**src/rtl/apb_pkg.sv**
```systemverilog
// Shared APB requester types: bus widths, bridge FSM states and command/response records.
package apb_pkg;

   localparam int APB_ADDR_W = 4;
   localparam int APB_DATA_W = 8;

   typedef enum logic [1:0] {
      IDLE   = 2'd0,
      SETUP  = 2'd1,
      ACCESS = 2'd2
   } apb_mstate_t;

   typedef struct packed {
      logic                  write;
      logic [APB_ADDR_W-1:0] addr;
      logic [APB_DATA_W-1:0] wdata;
   } apb_cmd_t;

   typedef struct packed {
      logic [APB_DATA_W-1:0] rdata;
      logic                  err;
      logic                  timeout;
   } apb_rsp_t;

endpackage

```
**src/rtl/apb_master_bridge_if.sv**
```systemverilog
// Command/response port plus APB bus of the requester bridge, with bridge-side and environment-side views.
interface apb_master_bridge_if
   import apb_pkg::*;
#(
   parameter int ADDR_W = APB_ADDR_W,
   parameter int DATA_W = APB_DATA_W
);
   logic              cmd_valid;
   logic              cmd_ready;
   logic              cmd_write;
   logic [ADDR_W-1:0] cmd_addr;
   logic [DATA_W-1:0] cmd_wdata;
   logic              rsp_valid;
   logic [DATA_W-1:0] rsp_rdata;
   logic              rsp_err;
   logic              rsp_timeout;
   logic [ADDR_W-1:0] paddr;
   logic              psel;
   logic              penable;
   logic              pwrite;
   logic [DATA_W-1:0] pwdata;
   logic [DATA_W-1:0] prdata;
   logic              pready;
   logic              pslverr;

   modport master (
      input  cmd_valid, cmd_write, cmd_addr, cmd_wdata, prdata, pready, pslverr,
      output cmd_ready, rsp_valid, rsp_rdata, rsp_err, rsp_timeout,
             paddr, psel, penable, pwrite, pwdata
   );

   modport slave (
      output cmd_valid, cmd_write, cmd_addr, cmd_wdata, prdata, pready, pslverr,
      input  cmd_ready, rsp_valid, rsp_rdata, rsp_err, rsp_timeout,
             paddr, psel, penable, pwrite, pwdata
   );

endinterface

```
**src/rtl/apb_wait_timer.sv**
```systemverilog
// Saturating wait-state counter; o_expired flags the ACCESS cycle that would make the count hit the limit.
module apb_wait_timer #(
   parameter int unsigned TIMEOUT_CYCLES = 16
)(
   input  logic i_clk,
   input  logic i_srst,
   input  logic i_clear,
   input  logic i_count_en,
   output logic o_expired
);

   generate
      if (TIMEOUT_CYCLES == 0) begin : g_off
         assign o_expired = 1'b0;
      end else begin : g_on
         localparam int CNT_W = $clog2(TIMEOUT_CYCLES + 1);
         localparam logic [CNT_W-1:0] LIMIT = CNT_W'(TIMEOUT_CYCLES);
         localparam logic [CNT_W-1:0] LAST  = CNT_W'(TIMEOUT_CYCLES - 1);

         logic [CNT_W-1:0] r_cnt;

         always_ff @(posedge i_clk) begin
            if (i_srst || i_clear) begin
               r_cnt <= '0;
            end else if (i_count_en && (r_cnt != LIMIT)) begin
               r_cnt <= r_cnt + 1'b1;
            end
         end

         // A waiting cycle that already has LIMIT-1 behind it is the last one allowed.
         assign o_expired = i_count_en && (r_cnt >= LAST);
      end
   endgenerate

endmodule

```
**src/rtl/apb_master_bridge.sv**
```systemverilog
// APB requester: one command at a time, SETUP then ACCESS, one-cycle response pulse, wait-state watchdog.
module apb_master_bridge
   import apb_pkg::*;
#(
   parameter int          ADDR_W         = APB_ADDR_W,
   parameter int          DATA_W         = APB_DATA_W,
   parameter int unsigned TIMEOUT_CYCLES = 16
)(
   input  logic                pclk,
   input  logic                preset,
   apb_master_bridge_if.master bus
);

   apb_mstate_t       r_state;
   logic              r_psel;
   logic              r_penable;
   logic              r_pwrite;
   logic [ADDR_W-1:0] r_paddr;
   logic [DATA_W-1:0] r_pwdata;
   logic              r_rsp_valid;
   logic [DATA_W-1:0] r_rsp_rdata;
   logic              r_rsp_err;
   logic              r_rsp_timeout;

   logic w_accept;
   logic w_wait;
   logic w_expired;

   assign w_accept = (r_state == IDLE) && bus.cmd_valid;
   assign w_wait   = (r_state == ACCESS) && !bus.pready;

   apb_wait_timer #(
      .TIMEOUT_CYCLES (TIMEOUT_CYCLES)
   ) u_wait_timer (
      .i_clk      (pclk),
      .i_srst     (preset),
      .i_clear    (w_accept),
      .i_count_en (w_wait),
      .o_expired  (w_expired)
   );

   always_ff @(posedge pclk) begin
      if (preset) begin
         r_state       <= IDLE;
         r_psel        <= 1'b0;
         r_penable     <= 1'b0;
         r_pwrite      <= 1'b0;
         r_paddr       <= '0;
         r_pwdata      <= '0;
         r_rsp_valid   <= 1'b0;
         r_rsp_rdata   <= '0;
         r_rsp_err     <= 1'b0;
         r_rsp_timeout <= 1'b0;
      end else begin
         r_rsp_valid <= 1'b0;
         case (r_state)
            IDLE: begin
               if (bus.cmd_valid) begin
                  r_paddr  <= bus.cmd_addr;
                  r_pwrite <= bus.cmd_write;
                  r_pwdata <= bus.cmd_write ? bus.cmd_wdata : '0;
                  r_psel   <= 1'b1;
                  r_state  <= SETUP;
               end
            end
            SETUP: begin
               r_penable <= 1'b1;
               r_state   <= ACCESS;
            end
            ACCESS: begin
               // pready is checked first so a slave answering on the limit cycle still completes.
               if (bus.pready) begin
                  r_psel        <= 1'b0;
                  r_penable     <= 1'b0;
                  r_state       <= IDLE;
                  r_rsp_valid   <= 1'b1;
                  r_rsp_rdata   <= r_pwrite ? '0 : bus.prdata;
                  r_rsp_err     <= bus.pslverr;
                  r_rsp_timeout <= 1'b0;
               end else if (w_expired) begin
                  r_psel        <= 1'b0;
                  r_penable     <= 1'b0;
                  r_state       <= IDLE;
                  r_rsp_valid   <= 1'b1;
                  r_rsp_rdata   <= '0;
                  r_rsp_err     <= 1'b1;
                  r_rsp_timeout <= 1'b1;
               end
            end
            default: begin
               r_psel    <= 1'b0;
               r_penable <= 1'b0;
               r_state   <= IDLE;
            end
         endcase
      end
   end

   assign bus.cmd_ready   = (r_state == IDLE);
   assign bus.paddr       = r_paddr;
   assign bus.psel        = r_psel;
   assign bus.penable     = r_penable;
   assign bus.pwrite      = r_pwrite;
   assign bus.pwdata      = r_pwdata;
   assign bus.rsp_valid   = r_rsp_valid;
   assign bus.rsp_rdata   = r_rsp_rdata;
   assign bus.rsp_err     = r_rsp_err;
   assign bus.rsp_timeout = r_rsp_timeout;

endmodule

```
**src/flat_wrapper.sv**
```systemverilog
// flat-port wrapper written by rule: the top's interface ports become plain ports
module apb_master_bridge_flat import apb_pkg::*;
#(
   parameter int          ADDR_W         = APB_ADDR_W,
   parameter int          DATA_W         = APB_DATA_W,
   parameter int unsigned TIMEOUT_CYCLES = 16
)
  (pclk, preset, bus_cmd_valid, bus_cmd_write, bus_cmd_addr, bus_cmd_wdata, bus_prdata, bus_pready, bus_pslverr, bus_cmd_ready, bus_rsp_valid, bus_rsp_rdata, bus_rsp_err, bus_rsp_timeout, bus_paddr, bus_psel, bus_penable, bus_pwrite, bus_pwdata);
  apb_master_bridge_if #(.ADDR_W(ADDR_W), .DATA_W(DATA_W)) bus_i ();
  input  logic pclk;
  input  logic preset;
  input wire logic [$bits(bus_i.cmd_valid)-1:0] bus_cmd_valid;
  input wire logic [$bits(bus_i.cmd_write)-1:0] bus_cmd_write;
  input wire logic [$bits(bus_i.cmd_addr)-1:0] bus_cmd_addr;
  input wire logic [$bits(bus_i.cmd_wdata)-1:0] bus_cmd_wdata;
  input wire logic [$bits(bus_i.prdata)-1:0] bus_prdata;
  input wire logic [$bits(bus_i.pready)-1:0] bus_pready;
  input wire logic [$bits(bus_i.pslverr)-1:0] bus_pslverr;
  output wire logic [$bits(bus_i.cmd_ready)-1:0] bus_cmd_ready;
  output wire logic [$bits(bus_i.rsp_valid)-1:0] bus_rsp_valid;
  output wire logic [$bits(bus_i.rsp_rdata)-1:0] bus_rsp_rdata;
  output wire logic [$bits(bus_i.rsp_err)-1:0] bus_rsp_err;
  output wire logic [$bits(bus_i.rsp_timeout)-1:0] bus_rsp_timeout;
  output wire logic [$bits(bus_i.paddr)-1:0] bus_paddr;
  output wire logic [$bits(bus_i.psel)-1:0] bus_psel;
  output wire logic [$bits(bus_i.penable)-1:0] bus_penable;
  output wire logic [$bits(bus_i.pwrite)-1:0] bus_pwrite;
  output wire logic [$bits(bus_i.pwdata)-1:0] bus_pwdata;
  assign bus_i.cmd_valid = bus_cmd_valid;
  assign bus_i.cmd_write = bus_cmd_write;
  assign bus_i.cmd_addr = bus_cmd_addr;
  assign bus_i.cmd_wdata = bus_cmd_wdata;
  assign bus_i.prdata = bus_prdata;
  assign bus_i.pready = bus_pready;
  assign bus_i.pslverr = bus_pslverr;
  assign bus_cmd_ready = bus_i.cmd_ready;
  assign bus_rsp_valid = bus_i.rsp_valid;
  assign bus_rsp_rdata = bus_i.rsp_rdata;
  assign bus_rsp_err = bus_i.rsp_err;
  assign bus_rsp_timeout = bus_i.rsp_timeout;
  assign bus_paddr = bus_i.paddr;
  assign bus_psel = bus_i.psel;
  assign bus_penable = bus_i.penable;
  assign bus_pwrite = bus_i.pwrite;
  assign bus_pwdata = bus_i.pwdata;
  apb_master_bridge #(.ADDR_W(ADDR_W), .DATA_W(DATA_W), .TIMEOUT_CYCLES(TIMEOUT_CYCLES)) u_core (.pclk(pclk), .preset(preset), .bus(bus_i));
endmodule
```
**config.mk**
```make
export PLATFORM = sky130hd
export DESIGN_NAME = apb_master_bridge_flat
export DESIGN_NICKNAME = d
export VERILOG_FILES = /design/src/rtl/apb_pkg.sv /design/src/rtl/apb_master_bridge_if.sv /design/src/rtl/apb_wait_timer.sv /design/src/rtl/apb_master_bridge.sv /design/src/flat_wrapper.sv
export SDC_FILE = /design/constraint.sdc
export NUM_CORES = 1
export LEC_CHECK = 0
export ABC_AREA = 1
export CAP_MARGIN = 5
export CORE_MARGIN = 3
export CORE_UTILIZATION = 47
export CTS_CLUSTER_DIAMETER = 200
export DETAILED_ROUTE_END_ITERATION = 8
export PLACE_DENSITY = 0.83
export SLEW_MARGIN = 10
export SYNTH_ARGS = -nofsm -noshare
export SYNTH_HDL_FRONTEND = slang
export SYNTH_SLANG_ARGS = --single-unit
export TNS_END_PERCENT = 10
```
**constraint.sdc**
```tcl
create_clock -name pclk -period 4.3 [get_ports pclk]
set_clock_uncertainty 0.1 [all_clocks]
set_input_delay 0.645 -clock pclk [delete_from_list [all_inputs] [get_ports pclk]]
set_output_delay 0.645 -clock pclk [all_outputs]
set_load 0.03 [all_outputs]
```
### Word level (Yosys, flattened, before mapping)

Cells that the tools add are included.

| word-level totals | value |
|---|---|
| input bits | 26 |
| register bits after elaboration | 33 |
| output and inout port bits | 27 |
| logic and storage cells | 53 |

| cells by class | value |
|---|---|
| bitwise gates (word level) | 3 |
| muxes and demuxes | 18 |
| reduce and logical (&&, ||, !) cells | 14 |
| add/subtract/negate cells | 1 |
| equal/unequal tests | 5 |
| order comparisons | 1 |

Operator list:

| operator | count |
|---|---|
| 8-bit 2-to-1 mux | 4 |
| 1-bit 2-to-1 mux | 8 |
| 2-bit AND reduction | 4 |
| 2-bit 2-to-1 mux | 3 |
| 1-bit one-hot mux with 3 select lines | 2 |
| 2-bit one-hot mux with 3 select lines | 1 |
| 5-bit by 1-bit adder with 5-bit output (second input constant) | 1 |
| 5-bit by 4-bit greater-or-equal comparator with 1-bit output (second input constant) | 1 |
| 5-bit inequality test (second input constant) | 1 |
| 1-bit logical AND | 4 |
| 3-bit inequality test (second input constant) | 1 |
| 1-bit NOT | 3 |
| 3-bit AND reduction | 1 |
| 2-bit by 1-bit equality test with 1-bit output (second input constant) | 1 |
| 2-bit equality test (second input constant) | 1 |
| 2-bit zero test | 1 |
| 2-bit inequality test (second input constant) | 1 |
| 2-bit nonzero test | 1 |
| 2-bit OR reduction | 1 |
| 1-bit zero test | 1 |
| 1-bit logical OR | 1 |

### Longest topological paths before layout

| logic depth | value |
|---|---|
| word-level depth | 6 |
| depth in mapped cells | 9 |
| gate-level depth less buffers | 9 |

### By module

From an unflattened synthesis, not the netlist that was laid out.

| unflattened totals | value |
|---|---|
| cell total of the unflattened synthesis | 181 |
| area total of the unflattened synthesis | 1536.5 um^2 |

Modules (own cells, without submodules):

| module | instances | area each (um^2) | cells each | sequential area each (um^2) |
|---|---|---|---|---|
| apb_master_bridge | 1 | 1216.2 | 133 | 560.5 |
| apb_wait_timer | 1 | 320.3 | 48 | 100.1 |

### Worst setup path before layout

No wires, ideal clock.

| path | value |
|---|---|
| path kind | register to register |
| from | register u_core.u_wait_timer.g_on.r_cnt[0] |
| to | register u_core.r_rsp_err, in the netlist u_core.bus.rsp_err |
| setup time | 124 ps |
| cell stages (with the launch flop) | 9 |
| required time | 4076 ps |
| data arrival time | 1380 ps |
| path buffers | 0 |
| path slack | 2696 ps |
| period minus slack after synthesis | 1604 ps |
| cell sequence | dfxtp_1 ha_1 nand2_1 nor2_1 ha_1 nor2_1 nand3_2 nand2_4 a21oi_1 |

| on the way | value |
|---|---|
| longest elaborated chain between the ends | 4 |

Ends and longest elaborated chain:

| item | RTL line | text |
|---|---|---|
| from (decl) | apb_wait_timer.sv:20 | `logic [CNT_W-1:0] r_cnt;` |
| from (signal assigned) | apb_wait_timer.sv:26 | `r_cnt <= r_cnt + 1'b1;` |
| 5-bit by 4-bit greater-or-equal comparator with 1-bit output | apb_wait_timer.sv:31 | `assign o_expired = i_count_en && (r_cnt >= LAST);` |
| 1-bit logical AND | apb_wait_timer.sv:31 |  |
| 2-bit nonzero test (no line) | - |  |
| 2-bit AND reduction (no line) | - |  |
| to (signal assigned) | apb_master_bridge.sv:78 | `r_rsp_err <= bus.pslverr;` |
| to (decl) | apb_master_bridge.sv:22 | `logic r_rsp_err;` |

Every way passes these cells.
A chain may end at the register's enable or synchronous reset.

### Worst setup path after layout

| path | value |
|---|---|
| from | register u_core.r_state[1] |
| to | output bus_cmd_ready |

| on the way | value |
|---|---|
| longest elaborated chain between the ends | 1 |

Ends and longest elaborated chain:

| item | RTL line | text |
|---|---|---|
| from (decl) | apb_master_bridge.sv:14 | `apb_mstate_t r_state;` |
| from (signal assigned) | apb_master_bridge.sv:44 | `r_state <= IDLE;` |
| from (signal assigned) | apb_master_bridge.sv:63 | `r_state <= SETUP;` |
| from (signal assigned) | apb_master_bridge.sv:68 | `r_state <= ACCESS;` |
| 2-bit zero test | apb_master_bridge.sv:99 | `assign bus.cmd_ready = (r_state == IDLE);` |
| to (decl) | flat_wrapper.sv:19 | `output wire logic [$bits(bus_i.cmd_ready)-1:0] bus_cmd_ready;` |

Every way passes these cells.

==> results_dict.tcl <==
set metrics [dict create \
    dp_slack_ns 1.996 \
    min_path_type "reg2reg" \
    wl_per_cell_um 10.13 \
    worst_ep_arrival_time_ns 1.54 \
    reg2reg_depth 9 \
    critPathKind "reg2out" \
    io_buffers 52 \
    clk_path_buf_depth 2 \
    worst_slack_ns 2.010 \
    synth_edf_count 0 \
    vias 1423 \
    coreArea_mm2 0.002877 \
    synthFlopType "dfxtp_1" \
    syn_to_final_growth_pct 38.82 \
    max_stage_delay_ns 0.71 \
    cp-end-kind "primary output" \
    routabilityCongestion 0.8257 \
    cts_tree "yes" \
    vdd_drop_max_mv 0.2059 \
    rrSetupSlack_ns 2.50 \
    whs_path_depth 2 \
    path_buf_inv 1 \
    synth.distinct_cells 21 \
    fin_crit_sh_pct 53.25 \
    yosysTopAreaCellShare_pct 44.37 \
    worst_pin_slew_ns 0.6020 \
    r2r_start "u_core.u_wait_timer.g_on.r_cnt[0]$_SDFFE_PP0P_" \
    max_freq_ghz 0.4368 \
    final_nets 293 \
    synth_area_mm2 0.001489 \
    ys_warn_count 0 \
    drc 0 \
    post-cts-setup-buffers 0 \
    num_antenna_cells 0 \
    num_rows 19 \
    antenna_left 0 \
    grt_setup_unrepaired "false" \
    use_met1_pct 17.30 \
    clock_latency_ns 0.32 \
    fin_tns_setup_ns 0 \
    numCtsBuffers 5 \
    routed_wl_um 3100 \
    worstPathRequired_ns 3.56 \
    grt_usage_pct 16.05 \
    cts-root-buf "clkbuf_4" \
    dp_hpwl_um 2319 \
    layout_common_cells "nand2_1, clkdlybuf4s50_1, dfxtp_1" \
    post_cts_resized 0 \
    final_cells 306 \
    p_leak_uw 0.0009284 \
    grt_start_max_net_pins 16 \
    vias_per_cell 4.650 \
    grt_pass1_wl_um 5057 \
    status "finished clean" \
    overflow 0 \
    antenna_found_initial 0 \
    ys_seq_area_share_pct 44.37 \
    final.min_clock_period_ns 2.290 \
    dieArea_mm2 0.003879 \
    finalSetupViolations 0 \
    met3_usage_pct 7.748 \
    hold_end "u_core.bus.paddr[0]$_SDFFE_PP0P_" \
    first_pass_iters 4 \
    power-per-cell-area_mw_per_mm2 290.8 \
    die_y_um 62.29 \
    grt_pass1_vias 1214 \
    syn-num-nets 241 \
    r2r-end "u_core.bus.rsp_rdata[6]$_SDFFE_PP0P_" \
    place_inst 299 \
    clock_sink_count 33 \
    die_w_um 62.29 \
    path_delay_family "buffers and inverters" \
    final_common_cell "nand2_1" \
    holdWs_ns 0.3487 \
    max-slew-margin-rel_pct 59.74 \
    async_flop_share_pct 0 \
    avgSynthCellArea_um2 7.023 \
    cts_max_level 2 \
    initial_core_util_pct 51.76 \
    holdCritStartpoint "u_core.bus.paddr[0]$_SDFFE_PP0P_" \
    holdBufCountCts 0 \
    drv_slew 0 \
    ios 53 \
    path_clk_slew_ns 0.09 \
    syn_inst 212 \
    hold_viol 0 \
    path_cells "nor2_2, clkdlybuf4s50_1" \
    yosysTopAreaCell "dfxtp_1" \
    synth.area.top_cells "dfxtp_1, nand2_1, inv_1, nor2_1, nand4_1" \
    crit_slowest_cell "clkdlybuf4s50_1" \
    grt.busiest_layer "met2" \
    drt_iter0_markers 49 \
    cp-start-kind "flip-flop" \
    drv_cap 0 \
    drive_gt1_share_pct 6.061 \
    synth-seq-cells 33 \
    use_met2_pct 26.61 \
    path_max_fanout 5 \
]
how the worst max path moves through the flow:
stage                                                   start                                        endpoint  depth (start not counted)
2_1_floorplan  u_core.u_wait_timer.g_on.r_cnt[0]$_SDFFE_PP0P_                 u_core.bus.rsp_err$_SDFFE_PP0P_                          8
3_3_place_gp                                           preset             u_core.bus.rsp_timeout$_SDFFE_PP0P_                          4
3_5_place_dp                                           preset  u_core.u_wait_timer.g_on.r_cnt[2]$_SDFFE_PP0P_                          4
4_1_cts                        u_core.r_state[1]$_SDFFE_PP0P_                                   bus_cmd_ready                          2
5_1_grt                        u_core.r_state[1]$_SDFFE_PP0P_                                   bus_cmd_ready                          2
6_report                       u_core.r_state[1]$_SDFFE_PP0P_                                   bus_cmd_ready                          2
area by class of cell:
class / count / area, um^2
clock buffers: 7 / 55.05
fillers: 230 / 809.5
inverters: 33 / 123.9
multi-input cells: 139 / 654.4
flip-flops and latches: 33 / 660.6
well taps: 42 / 52.55
repair buffers: 52 / 520.5
power by group:
| group | total, uW | switching [uW] | internal [uW] |
|---|---|---|---|
| registers | 323 | 6.80 | 317 |
| logic | 109 | 60.0 | 48.7 |
| clock network | 169 | 92.0 | 77.1 |
layer usage:
layer | part of all wire (%) | wire length, um
met1 | 44 | 1366
met2 | 44 | 1368
met3 | 11 | 326
met4 | 1.3 | 39
met5 | 0 | 0
cell usage after synthesis, types with 3 or more instances:
| cell type | number |
|---|---|
| a21oi_1 | 7 |
| buf_2 | 4 |
| dfxtp_1 | 33 |
| ha_1 | 3 |
| inv_1 | 31 |
| nand2_1 | 65 |
| nand3_1 | 10 |
| nand4_1 | 10 |
| nor2_1 | 28 |
| nor2_4 | 3 |
| o21ai_0 | 4 |
cells by family after synthesis:
| kind of cell | after synthesis | share of synthesized area, % |
|---|---|---|
| and+or+nand+nor | 121 | 35.97 |
| adders and majority gates | 3 | 2.521 |
| buffers and inverters | 40 | 11.68 |
| AOI/OAI and AO/OA | 14 | 4.874 |
| xor gates and xnor gates | 1 | 0.5883 |
| DFF | 33 | 44.37 |
worst reg2reg max path, stage by stage (launching register included):
cell and delay (ns):
dfxtp_1 0.36, ha_1 0.23, nand2_1 0.07, nor2_1 0.05, ha_1 0.19, nor2_1 0.20, nand3_2 0.24, nand2_4 0.18
nand2_1 0.06, nand2_1 0.07
metrics by stage:
step	util, %	total power, uW	cell area [um^2]
floorplan	-	390.7	1489
global placement	69.94	438.8	2012
detailed placement	69.94	440.0	2012
CTS	71.86	608.8	2067
global route	71.86	629.5	2067
finish	71.86	601.1	2067
flip-flops by register name, indices dropped and copies added, names as in the netlist, 2 cells and up:
signal / count
u_core.bus.paddr: 4
u_core.r_state: 2
u_core.bus.pwdata: 8
u_core.u_wait_timer.g_on.r_cnt: 5
u_core.bus.rsp_rdata: 8
(Power assumes the default switching activity.)
